File: config.mk
export PLATFORM = sky130hd
export DESIGN_NAME = seg_display_scheduler_flat
export DESIGN_NICKNAME = d
export VERILOG_FILES = /design/src/rtl/seg_pkg.sv /design/src/rtl/seg_display_scheduler_if.sv /design/src/rtl/seg_refresh_timer.sv /design/src/rtl/seg_display_scheduler.sv /design/src/flat_wrapper.sv
export SDC_FILE = /design/constraint.sdc
export NUM_CORES = 1
export LEC_CHECK = 0
export BUFFER_PORTS_ARGS = -buffer_cell sky130_fd_sc_hd__buf_4
export CELL_PAD_IN_SITES_DETAIL_PLACEMENT = 1
export CELL_PAD_IN_SITES_GLOBAL_PLACEMENT = 2
export CORE_MARGIN = 3
export CORE_UTILIZATION = 35
export DETAILED_ROUTE_END_ITERATION = 10
export GPL_TIMING_DRIVEN = 0
export PLACE_DENSITY = 0.71
export SYNTH_ARGS = -nofsm -noshare
export SYNTH_HDL_FRONTEND = slang
export SYNTH_SLANG_ARGS = --single-unit
File: constraint.sdc
create_clock -name clk -period 7.08 [get_ports clk]
set_input_delay 1.416 -clock clk [delete_from_list [all_inputs] [get_ports clk]]
set_output_delay 1.416 -clock clk [all_outputs]
set_load 0.02 [all_outputs]
File: src/rtl/seg_pkg.sv
// -----------------------------------------------------------------------------
// seg_pkg
// Shared definitions for the multiplexed 7-segment display path: character
// width, character codes understood by the shared decoder, and the scheduler
// state encoding.
// -----------------------------------------------------------------------------
package seg_pkg;

    localparam int CHAR_W = 5;

    // Character codes: 0-9 then A-V, matching the shared decoder table.
    localparam logic [CHAR_W-1:0]
        CH_0 = 5'd0,  CH_1 = 5'd1,  CH_2 = 5'd2,  CH_3 = 5'd3,
        CH_4 = 5'd4,  CH_5 = 5'd5,  CH_6 = 5'd6,  CH_7 = 5'd7,
        CH_8 = 5'd8,  CH_9 = 5'd9,  CH_A = 5'd10, CH_B = 5'd11,
        CH_C = 5'd12, CH_D = 5'd13, CH_E = 5'd14, CH_F = 5'd15,
        CH_G = 5'd16, CH_H = 5'd17, CH_I = 5'd18, CH_J = 5'd19,
        CH_K = 5'd20, CH_L = 5'd21, CH_M = 5'd22, CH_N = 5'd23,
        CH_O = 5'd24, CH_P = 5'd25, CH_Q = 5'd26, CH_R = 5'd27,
        CH_S = 5'd28, CH_T = 5'd29, CH_U = 5'd30, CH_V = 5'd31;

    // The 5-bit code space is full; the decoder renders the top code with
    // all segments off, so blank shares its value with CH_V.
    localparam logic [CHAR_W-1:0] CH_BLANK = CH_V;

    typedef enum logic [1:0] {
        EMPTY = 2'd0,
        LOAD  = 2'd1,
        SHOW  = 2'd2
    } state_t;

endpackage

File: src/rtl/seg_display_scheduler_if.sv
// -----------------------------------------------------------------------------
// seg_display_scheduler_if
// Character write port of the display scheduler (valid/ready handshake).
//   wr_valid : source has a character
//   wr_ready : scheduler accepts (transfer when wr_valid & wr_ready)
//   wr_char  : character code
//   wr_last  : final character of the message
// master = message source, slave = scheduler.
// -----------------------------------------------------------------------------
interface seg_display_scheduler_if;
    import seg_pkg::*;

    logic              wr_valid;
    logic              wr_ready;
    logic [CHAR_W-1:0] wr_char;
    logic              wr_last;

    modport master (output wr_valid, output wr_char, output wr_last, input wr_ready);
    modport slave  (input wr_valid, input wr_char, input wr_last, output wr_ready);

endinterface

File: src/rtl/seg_refresh_timer.sv
// -----------------------------------------------------------------------------
// seg_refresh_timer
// Digit-slot timebase for the multiplexed display.
//   clk, reset  : clock, synchronous active-high reset
//   slot_last   : last cycle of the current digit slot
//   digit_idx   : digit currently owning the slot
//   digit_next  : digit that owns the following slot
//   in_blank    : inside the anti-ghost window at the start of the slot
//   frame_tick  : one-cycle pulse in the first cycle of digit 0's slot
// -----------------------------------------------------------------------------
module seg_refresh_timer #(
    parameter int unsigned NUM_DIGITS   = 4,
    parameter int unsigned REFRESH_DIV  = 50000,
    parameter int unsigned BLANK_CYCLES = 500,
    localparam int unsigned SLOT_W = $clog2(REFRESH_DIV),
    localparam int unsigned DIG_W  = (NUM_DIGITS > 1) ? $clog2(NUM_DIGITS) : 1
) (
    input  logic             clk,
    input  logic             reset,
    output logic             slot_last,
    output logic [DIG_W-1:0] digit_idx,
    output logic [DIG_W-1:0] digit_next,
    output logic             in_blank,
    output logic             frame_tick
);

    logic [SLOT_W-1:0] slot_cnt_q, slot_cnt_d;
    logic [DIG_W-1:0]  digit_idx_q, digit_idx_d;
    logic              frame_tick_q, frame_tick_d;
    logic              last_digit;

    always_comb begin
        slot_last    = (slot_cnt_q == SLOT_W'(REFRESH_DIV - 1));
        last_digit   = (digit_idx_q == DIG_W'(NUM_DIGITS - 1));
        digit_next   = last_digit ? '0 : digit_idx_q + DIG_W'(1);
        slot_cnt_d   = slot_last ? '0 : slot_cnt_q + SLOT_W'(1);
        digit_idx_d  = slot_last ? digit_next : digit_idx_q;
        // Registered so the pulse lines up with digit_idx becoming 0.
        frame_tick_d = slot_last && last_digit;
    end

    always_ff @(posedge clk) begin
        if (reset) begin
            slot_cnt_q   <= '0;
            digit_idx_q  <= '0;
            frame_tick_q <= 1'b0;
        end else begin
            slot_cnt_q   <= slot_cnt_d;
            digit_idx_q  <= digit_idx_d;
            frame_tick_q <= frame_tick_d;
        end
    end

    assign digit_idx  = digit_idx_q;
    assign in_blank   = (slot_cnt_q < SLOT_W'(BLANK_CYCLES));
    assign frame_tick = frame_tick_q;

endmodule

File: src/rtl/seg_display_scheduler.sv
// -----------------------------------------------------------------------------
// seg_display_scheduler
// Time-multiplexes one shared char-code -> 7-seg decoder across NUM_DIGITS
// common-anode digits. Holds a message buffer loaded through a valid/ready
// write port and optionally scrolls it right-to-left.
//   clk, reset : clock, synchronous active-high reset
//   wr         : character write port (slave side of seg_display_scheduler_if)
//   scroll_en  : level, scroll when the message is longer than the display
//   char       : registered code for the shared decoder
//   an         : active-low anode enables, an[NUM_DIGITS-1] = leftmost
//   frame_tick : one-cycle pulse when the digit index wraps to 0
// -----------------------------------------------------------------------------
module seg_display_scheduler
    import seg_pkg::*;
#(
    parameter int unsigned NUM_DIGITS    = 4,
    parameter int unsigned REFRESH_DIV   = 50000,
    parameter int unsigned BLANK_CYCLES  = 500,
    parameter int unsigned MSG_DEPTH     = 16,
    parameter int unsigned SCROLL_FRAMES = 250
) (
    input  logic                     clk,
    input  logic                     reset,
    seg_display_scheduler_if.slave   wr,
    input  logic                     scroll_en,
    output logic [CHAR_W-1:0]        char,
    output logic [NUM_DIGITS-1:0]    an,
    output logic                     frame_tick
);

    localparam int unsigned AW    = $clog2(MSG_DEPTH);
    localparam int unsigned PTR_W = AW + 1;
    localparam int unsigned P_W   = PTR_W + 1;
    localparam int unsigned DIG_W = (NUM_DIGITS > 1) ? $clog2(NUM_DIGITS) : 1;
    localparam int unsigned FC_W  = $clog2(SCROLL_FRAMES + 1);

    state_t            state_q, state_d;
    logic [PTR_W-1:0]  wr_ptr_q, wr_ptr_d;
    logic [PTR_W-1:0]  msg_len_q, msg_len_d;
    logic [PTR_W-1:0]  scroll_ptr_q, scroll_ptr_d;
    logic [FC_W-1:0]   frame_cnt_q, frame_cnt_d;
    logic [CHAR_W-1:0] char_q, char_d;
    logic [CHAR_W-1:0] msg_buf_q [MSG_DEPTH];
    logic [CHAR_W-1:0] msg_buf_d [MSG_DEPTH];

    logic              slot_last;
    logic [DIG_W-1:0]  digit_idx;
    logic [DIG_W-1:0]  digit_next;
    logic              in_blank;

    logic              wr_fire;
    logic [PTR_W-1:0]  wr_addr;
    logic [PTR_W-1:0]  wr_count;
    logic              wr_done;
    logic              scroll_go;
    logic [P_W-1:0]    pos_now;
    logic [P_W-1:0]    pos_next;
    logic              digit_lit;

    seg_refresh_timer #(
        .NUM_DIGITS   (NUM_DIGITS),
        .REFRESH_DIV  (REFRESH_DIV),
        .BLANK_CYCLES (BLANK_CYCLES)
    ) u_timer (
        .clk        (clk),
        .reset      (reset),
        .slot_last  (slot_last),
        .digit_idx  (digit_idx),
        .digit_next (digit_next),
        .in_blank   (in_blank),
        .frame_tick (frame_tick)
    );

    // Message position shown on a digit; one extra bit so the sum cannot wrap.
    function automatic logic [P_W-1:0] digit_pos(input logic [DIG_W-1:0] digit,
                                                 input logic [PTR_W-1:0] ptr);
        return P_W'(ptr) + P_W'(NUM_DIGITS - 1) - P_W'(digit);
    endfunction

    // Position never exceeds 2*msg_len-1, so a single subtract wraps it.
    function automatic logic [AW-1:0] wrap_index(input logic [P_W-1:0] pos,
                                                 input logic [PTR_W-1:0] len);
        logic [P_W-1:0] idx;
        idx = (pos >= P_W'(len)) ? pos - P_W'(len) : pos;
        return AW'(idx);
    endfunction

    assign wr.wr_ready = 1'b1;
    assign wr_fire     = wr.wr_valid;

    // Load / scroll control. A write in any state restarts the message at
    // entry 0 except in LOAD, and takes priority over a same-cycle scroll step.
    always_comb begin
        state_d      = state_q;
        wr_ptr_d     = wr_ptr_q;
        msg_len_d    = msg_len_q;
        scroll_ptr_d = scroll_ptr_q;
        frame_cnt_d  = frame_cnt_q;
        msg_buf_d    = msg_buf_q;

        wr_addr   = (state_q == LOAD) ? wr_ptr_q : '0;
        wr_count  = wr_addr + PTR_W'(1);
        wr_done   = wr.wr_last || (wr_count == PTR_W'(MSG_DEPTH));
        scroll_go = (state_q == SHOW) && scroll_en && frame_tick &&
                    (msg_len_q > PTR_W'(NUM_DIGITS));

        if (wr_fire) begin
            msg_buf_d[AW'(wr_addr)] = wr.wr_char;
            wr_ptr_d     = wr_count;
            scroll_ptr_d = '0;
            frame_cnt_d  = '0;
            if (wr_done) begin
                state_d   = SHOW;
                msg_len_d = wr_count;
            end else begin
                state_d = LOAD;
            end
        end else if (scroll_go) begin
            if (frame_cnt_q == FC_W'(SCROLL_FRAMES - 1)) begin
                frame_cnt_d  = '0;
                scroll_ptr_d = (scroll_ptr_q == msg_len_q - PTR_W'(1)) ?
                               '0 : scroll_ptr_q + PTR_W'(1);
            end else begin
                frame_cnt_d = frame_cnt_q + FC_W'(1);
            end
        end
    end

    // Character fetch for the upcoming slot and anode drive for the current one.
    always_comb begin
        pos_now   = digit_pos(digit_idx, scroll_ptr_q);
        pos_next  = digit_pos(digit_next, scroll_ptr_q);
        char_d    = slot_last ? msg_buf_q[wrap_index(pos_next, msg_len_q)] : char_q;
        // Short messages never scroll, so positions past the end stay dark.
        digit_lit = !((msg_len_q < PTR_W'(NUM_DIGITS)) && (pos_now >= P_W'(msg_len_q)));
        an = '1;
        if ((state_q == SHOW) && !in_blank && digit_lit) begin
            an[digit_idx] = 1'b0;
        end
    end

    always_ff @(posedge clk) begin
        if (reset) begin
            state_q      <= EMPTY;
            wr_ptr_q     <= '0;
            msg_len_q    <= '0;
            scroll_ptr_q <= '0;
            frame_cnt_q  <= '0;
            char_q       <= '0;
        end else begin
            state_q      <= state_d;
            wr_ptr_q     <= wr_ptr_d;
            msg_len_q    <= msg_len_d;
            scroll_ptr_q <= scroll_ptr_d;
            frame_cnt_q  <= frame_cnt_d;
            char_q       <= char_d;
        end
    end

    // Buffer contents are only meaningful once written, so no reset.
    always_ff @(posedge clk) begin
        msg_buf_q <= msg_buf_d;
    end

    assign char = char_q;

endmodule

File: src/flat_wrapper.sv
// flat-port wrapper written by rule: the top's interface ports become plain ports
module seg_display_scheduler_flat import seg_pkg::*;
#(
    parameter int unsigned NUM_DIGITS    = 4,
    parameter int unsigned REFRESH_DIV   = 50000,
    parameter int unsigned BLANK_CYCLES  = 500,
    parameter int unsigned MSG_DEPTH     = 16,
    parameter int unsigned SCROLL_FRAMES = 250
)
  (clk, reset, scroll_en, char, an, frame_tick, wr_wr_valid, wr_wr_char, wr_wr_last, wr_wr_ready);
  seg_display_scheduler_if wr_i ();
  input  logic clk;
  input  logic reset;
  input  logic scroll_en;
  output logic [CHAR_W-1:0] char;
  output logic [NUM_DIGITS-1:0] an;
  output logic frame_tick;
  input wire logic [$bits(wr_i.wr_valid)-1:0] wr_wr_valid;
  input wire logic [$bits(wr_i.wr_char)-1:0] wr_wr_char;
  input wire logic [$bits(wr_i.wr_last)-1:0] wr_wr_last;
  output wire logic [$bits(wr_i.wr_ready)-1:0] wr_wr_ready;
  assign wr_i.wr_valid = wr_wr_valid;
  assign wr_i.wr_char = wr_wr_char;
  assign wr_i.wr_last = wr_wr_last;
  assign wr_wr_ready = wr_i.wr_ready;
  seg_display_scheduler #(.NUM_DIGITS(NUM_DIGITS), .REFRESH_DIV(REFRESH_DIV), .BLANK_CYCLES(BLANK_CYCLES), .MSG_DEPTH(MSG_DEPTH), .SCROLL_FRAMES(SCROLL_FRAMES)) u_core (.clk(clk), .reset(reset), .wr(wr_i), .scroll_en(scroll_en), .char(char), .an(an), .frame_tick(frame_tick));
endmodule
==> summary.md <==
| Metric | Value |
|---|---|
| Worst-Skew Late Latency | 420 ps |
| Min Tclk post-route | 5610 ps |
| Final Util | 42.5% |
| Fmax | 178 MHz |
| Busiest grt layer | met2 |
| Dpl hpwl | 12700 microns |
| Worst Hold Endpoint | u_core.char[0] |
| Max-Cap Viols | 0 |
| Reg-to-Reg End | u_core.char[3] |
| IR drop worst, VDD | 0.178 mV |
| RSZ-0062 raised after global routing | no |
| Clock transition at path regs | 60 ps |
| P per Cell Area | 250 mW/mm^2 |
| Sw frac | 23.2% |
| Gpl congestion | 0.815 |
| Worst slew pin tran | 1110 ps |
| Main combinational cell family by area after synthesis | simple AND/OR/NAND/NOR gates |
| Hold depth | 2 |
| Main synth FF type | edfxtp_1 |
| Data arrival, critical path | 5970 ps |
| RR Startpoint | u_core.scroll_ptr_q[0] |
| Seq cells post-synth | 129 |
| Largest net degree at the start of global routing | 17 |
| Setup crit start kind | flip-flop |
| Comb pwr share | 6.3% |
| Post CTS Setup Buffer Count | 0 |
| Synth Area in Simple Gates | 18.9% |
| Placed Instance Area | 0.00686 sq mm |
| Synth Area in XOR/XNOR | 5.71% |
| Via density | 5.40 |
| Die width | 142 microns |
| Drc violations | 0 |
| Async S/R FF share, synth | 0% |
| Hold WS | 459 ps |
| Clock share of power | 50.4% |
| Cts hold-fix bufs | 0 |
| Internal power | 1.44 mW |
| Tcrit/Tclk final | 79.2% |
| Diodes inserted | 0 |
| Clk sinks | 129 |
| Via count | 4780 |
| Final nets | 690 |
| Antenna Violating Nets Remaining | 0 |
| Top-count cell post-synth | edfxtp_1 |
| YS warnings | 0 |
| Worst min-delay path class | reg2reg |
| Synth top area share | 37.3% |
| # IOs | 21 |
| Post-synthesis cell area | 0.00644 sq mm |
| Detailed Routing Iterations Pass 1 | 4 |
| Port bufs | 19 |
| Post_cts resized | 0 |
| Die area | 0.0201 sq mm |
| Clock skew after layout | 10.6 ps |
| GR Layer Usage met1 | 23.5% |
| Class of the most critical setup path | reg2reg |
| Hold Path Origin | u_core.char[0] |
| Die Ht | 142 microns |
| Post-synth EDFFs | 80 |
| Worst Path Required | 7450 ps |
| Mux cell area share after synthesis | 1.63% |
| Fin. Hold Viols | 0 |
| Starting Density | 36.5% |
| Leakage | 2.65 nW |
| Pins Over Slew Limit | 0 |
| Avg Cell Area, Syn | 10.6 sq um |
| Post-Synth Adder-Cell Area | 6.76% |
| Commonest cells in the netlist | edfxtp_1 (80), nor2_1 (73), dfxtp_1 (49), nand3_1 (39), nand2_1 (34) |
| Layout cell share with drive strength beyond 1 | 10.9% |
| Switch Pwr | 435 uW |
| Clk buf depth | 2 |
| Grt met3 use | 3.40% |
| Flop-to-flop setup slack | 1470 ps |
| Worst setup EP type | flip-flop |
| Design area | 0.00750 sq mm |
| GRT Residual Overflow | 0 |
| H-tree depth | 4 |
| Met2 Use GR | 31.4% |
| Routed wire length | 17500 microns |
| Total Neg Setup Slack | 0 ps |
| Iter 0 DRT Violations | 236 |
| Status | finished clean |
| Rows | 48 |
| First-pass GRT wire length | 28000 microns |
| Number of global-route vias before repair | 5034 |
| Compound-Gate Fraction of Synth Area | 11.1% |
| Core Footprint | 0.0177 sq mm |
| Area Overhead vs Synth | 16.4% |
| Critical Path Fanout Max | 10 |
| Post-Syn Nets | 652 |
| Netlist cell types | 62 |
| GRT Overall Usage | 18.2% |
| Setup violators final | 0 |
| Cell taking the most area after synthesis | edfxtp_1 |
| CTS buffer count | 17 |
| Synth Instances | 609 |
| Initial antenna violation count | 1 |
| Worst r2r path cells | 19 |
| Area contributors post-synth | edfxtp_1 (37%), dfxtp_1 (15%), ha_1 (5.8%), nor2_1 (4.3%), xnor2_1 (3.1%) |
| CTS tree | yes |
| Routed WL per cell | 19.8 microns |
| Max_slew headroom | 23.5% |
| Seq/Total Area, Yosys | 52.6% |
| Root Driver | clkbuf_16 |
| Seq pwr share | 43.3% |
cells by family after synthesis:
kind of cell	count (synthesis)
multiplexers	10
other	1
XOR/XNOR	42
AO/OA/AOI/OAI	103
flip-flops	129
buffers and inverters	51
AND/OR/NAND/NOR	240
adder cells (fa/ha/maj)	33
area by class of cell:
class / count / area (sq um)
Buffer: 28 / 123
Timing Repair Buffer: 19 / 143
Multi-Input combinational cell: 429 / 2850
Clock buffer: 17 / 425
Sequential cell: 129 / 3380
Fill cell: 1960 / 10200
Clock inverter: 15 / 209
Inverter: 23 / 86.3
Tap cell: 225 / 282
power groups by stage:
stage	sequential [mW]	combinational (mW)	clock, mW
global placement	0.827	0.115	0
finish	0.811	0.119	0.944
detailed placement	0.827	0.118	0
floorplan	0.825	0.0747	0
global route	0.812	0.133	1.00
CTS	0.811	0.120	0.961
worst max-delay path, cell delays in order, from the launching register on:
cell	delay [ps]
dfxtp_1	400
buf_6	160
inv_1	50
ha_1	360
inv_1	120
ha_1	260
nor2_1	80
a211oi_1	430
nor2_1	100
xnor2_1	140
ha_1	340
nand3_1	100
a21oi_1	50
nor4_1	770
nand3_1	550
nand2_1	210
clkbuf_1	430
a211oi_1	150
a2111oi_0	640
a211o_1	180
through the flow:
| stage | power [mW] | std cells | worst slack, ps |
|---|---|---|---|
| floorplan | 0.900 | 609 | 2730 |
| global placement | 0.942 | 853 | 1590 |
| detailed placement | 0.946 | 853 | 1490 |
| CTS | 1.89 | 885 | 1420 |
| global route | 1.94 | 885 | 802 |
| finish | 1.87 | 885 | 1470 |
placed cells by master (no fill, tap or decap), types with 4 or more instances in the layout:
cell type / n
mux2_2: 4
nand3_1: 39
nor4_1: 5
bufinv_16: 4
o21ai_0: 27
buf_4: 20
inv_1: 23
clkinv_4: 4
nor2_1: 73
a21oi_1: 10
nand2b_1: 5
edfxtp_1: 80
xor2_1: 19
and2_1: 9
a211oi_1: 19
or4_1: 4
a31oi_1: 6
a211o_1: 14
nor2b_1: 7
clkbuf_16: 17
nor3_1: 10
mux2i_1: 6
buf_2: 4
ha_1: 30
xnor2_1: 23
clkbuf_1: 18
dfxtp_1: 49
nand4_1: 11
and3_1: 26
nand2_1: 34
routing by layer:
metal  wire length (microns)  part of all wire [%]
met5                       0                     0
met3                     551                   3.1
met1                    7930                    45
met4                     157                  0.90
met2                    8880                    51
how the worst max path moves through the flow:
stage / depth (start not counted) / end / from
detailed placement: 18 / u_core.char[3] / u_core.scroll_ptr_q[1]
CTS: 18 / u_core.char[3] / u_core.scroll_ptr_q[1]
finish: 19 / u_core.char[3] / u_core.scroll_ptr_q[0]
global route: 19 / u_core.char[3] / u_core.scroll_ptr_q[0]
floorplan: 15 / an[0] / u_core.scroll_ptr_q[0]
global placement: 18 / u_core.char[3] / u_core.scroll_ptr_q[1]
sequential cells by signal (all words and copies together) (netlist names):
signal	flops
u_core.scroll_ptr_q	5
u_core.u_timer.digit_idx	2
u_core.state_q	2
u_core.char	5
u_core.u_timer.frame_tick	1
u_core.u_timer.slot_cnt_q	16
u_core.wr_ptr_q	5
u_core.msg_len_q	5
u_core.msg_buf_q	80
u_core.frame_cnt_q	8
(Power assumes the default switching activity.)
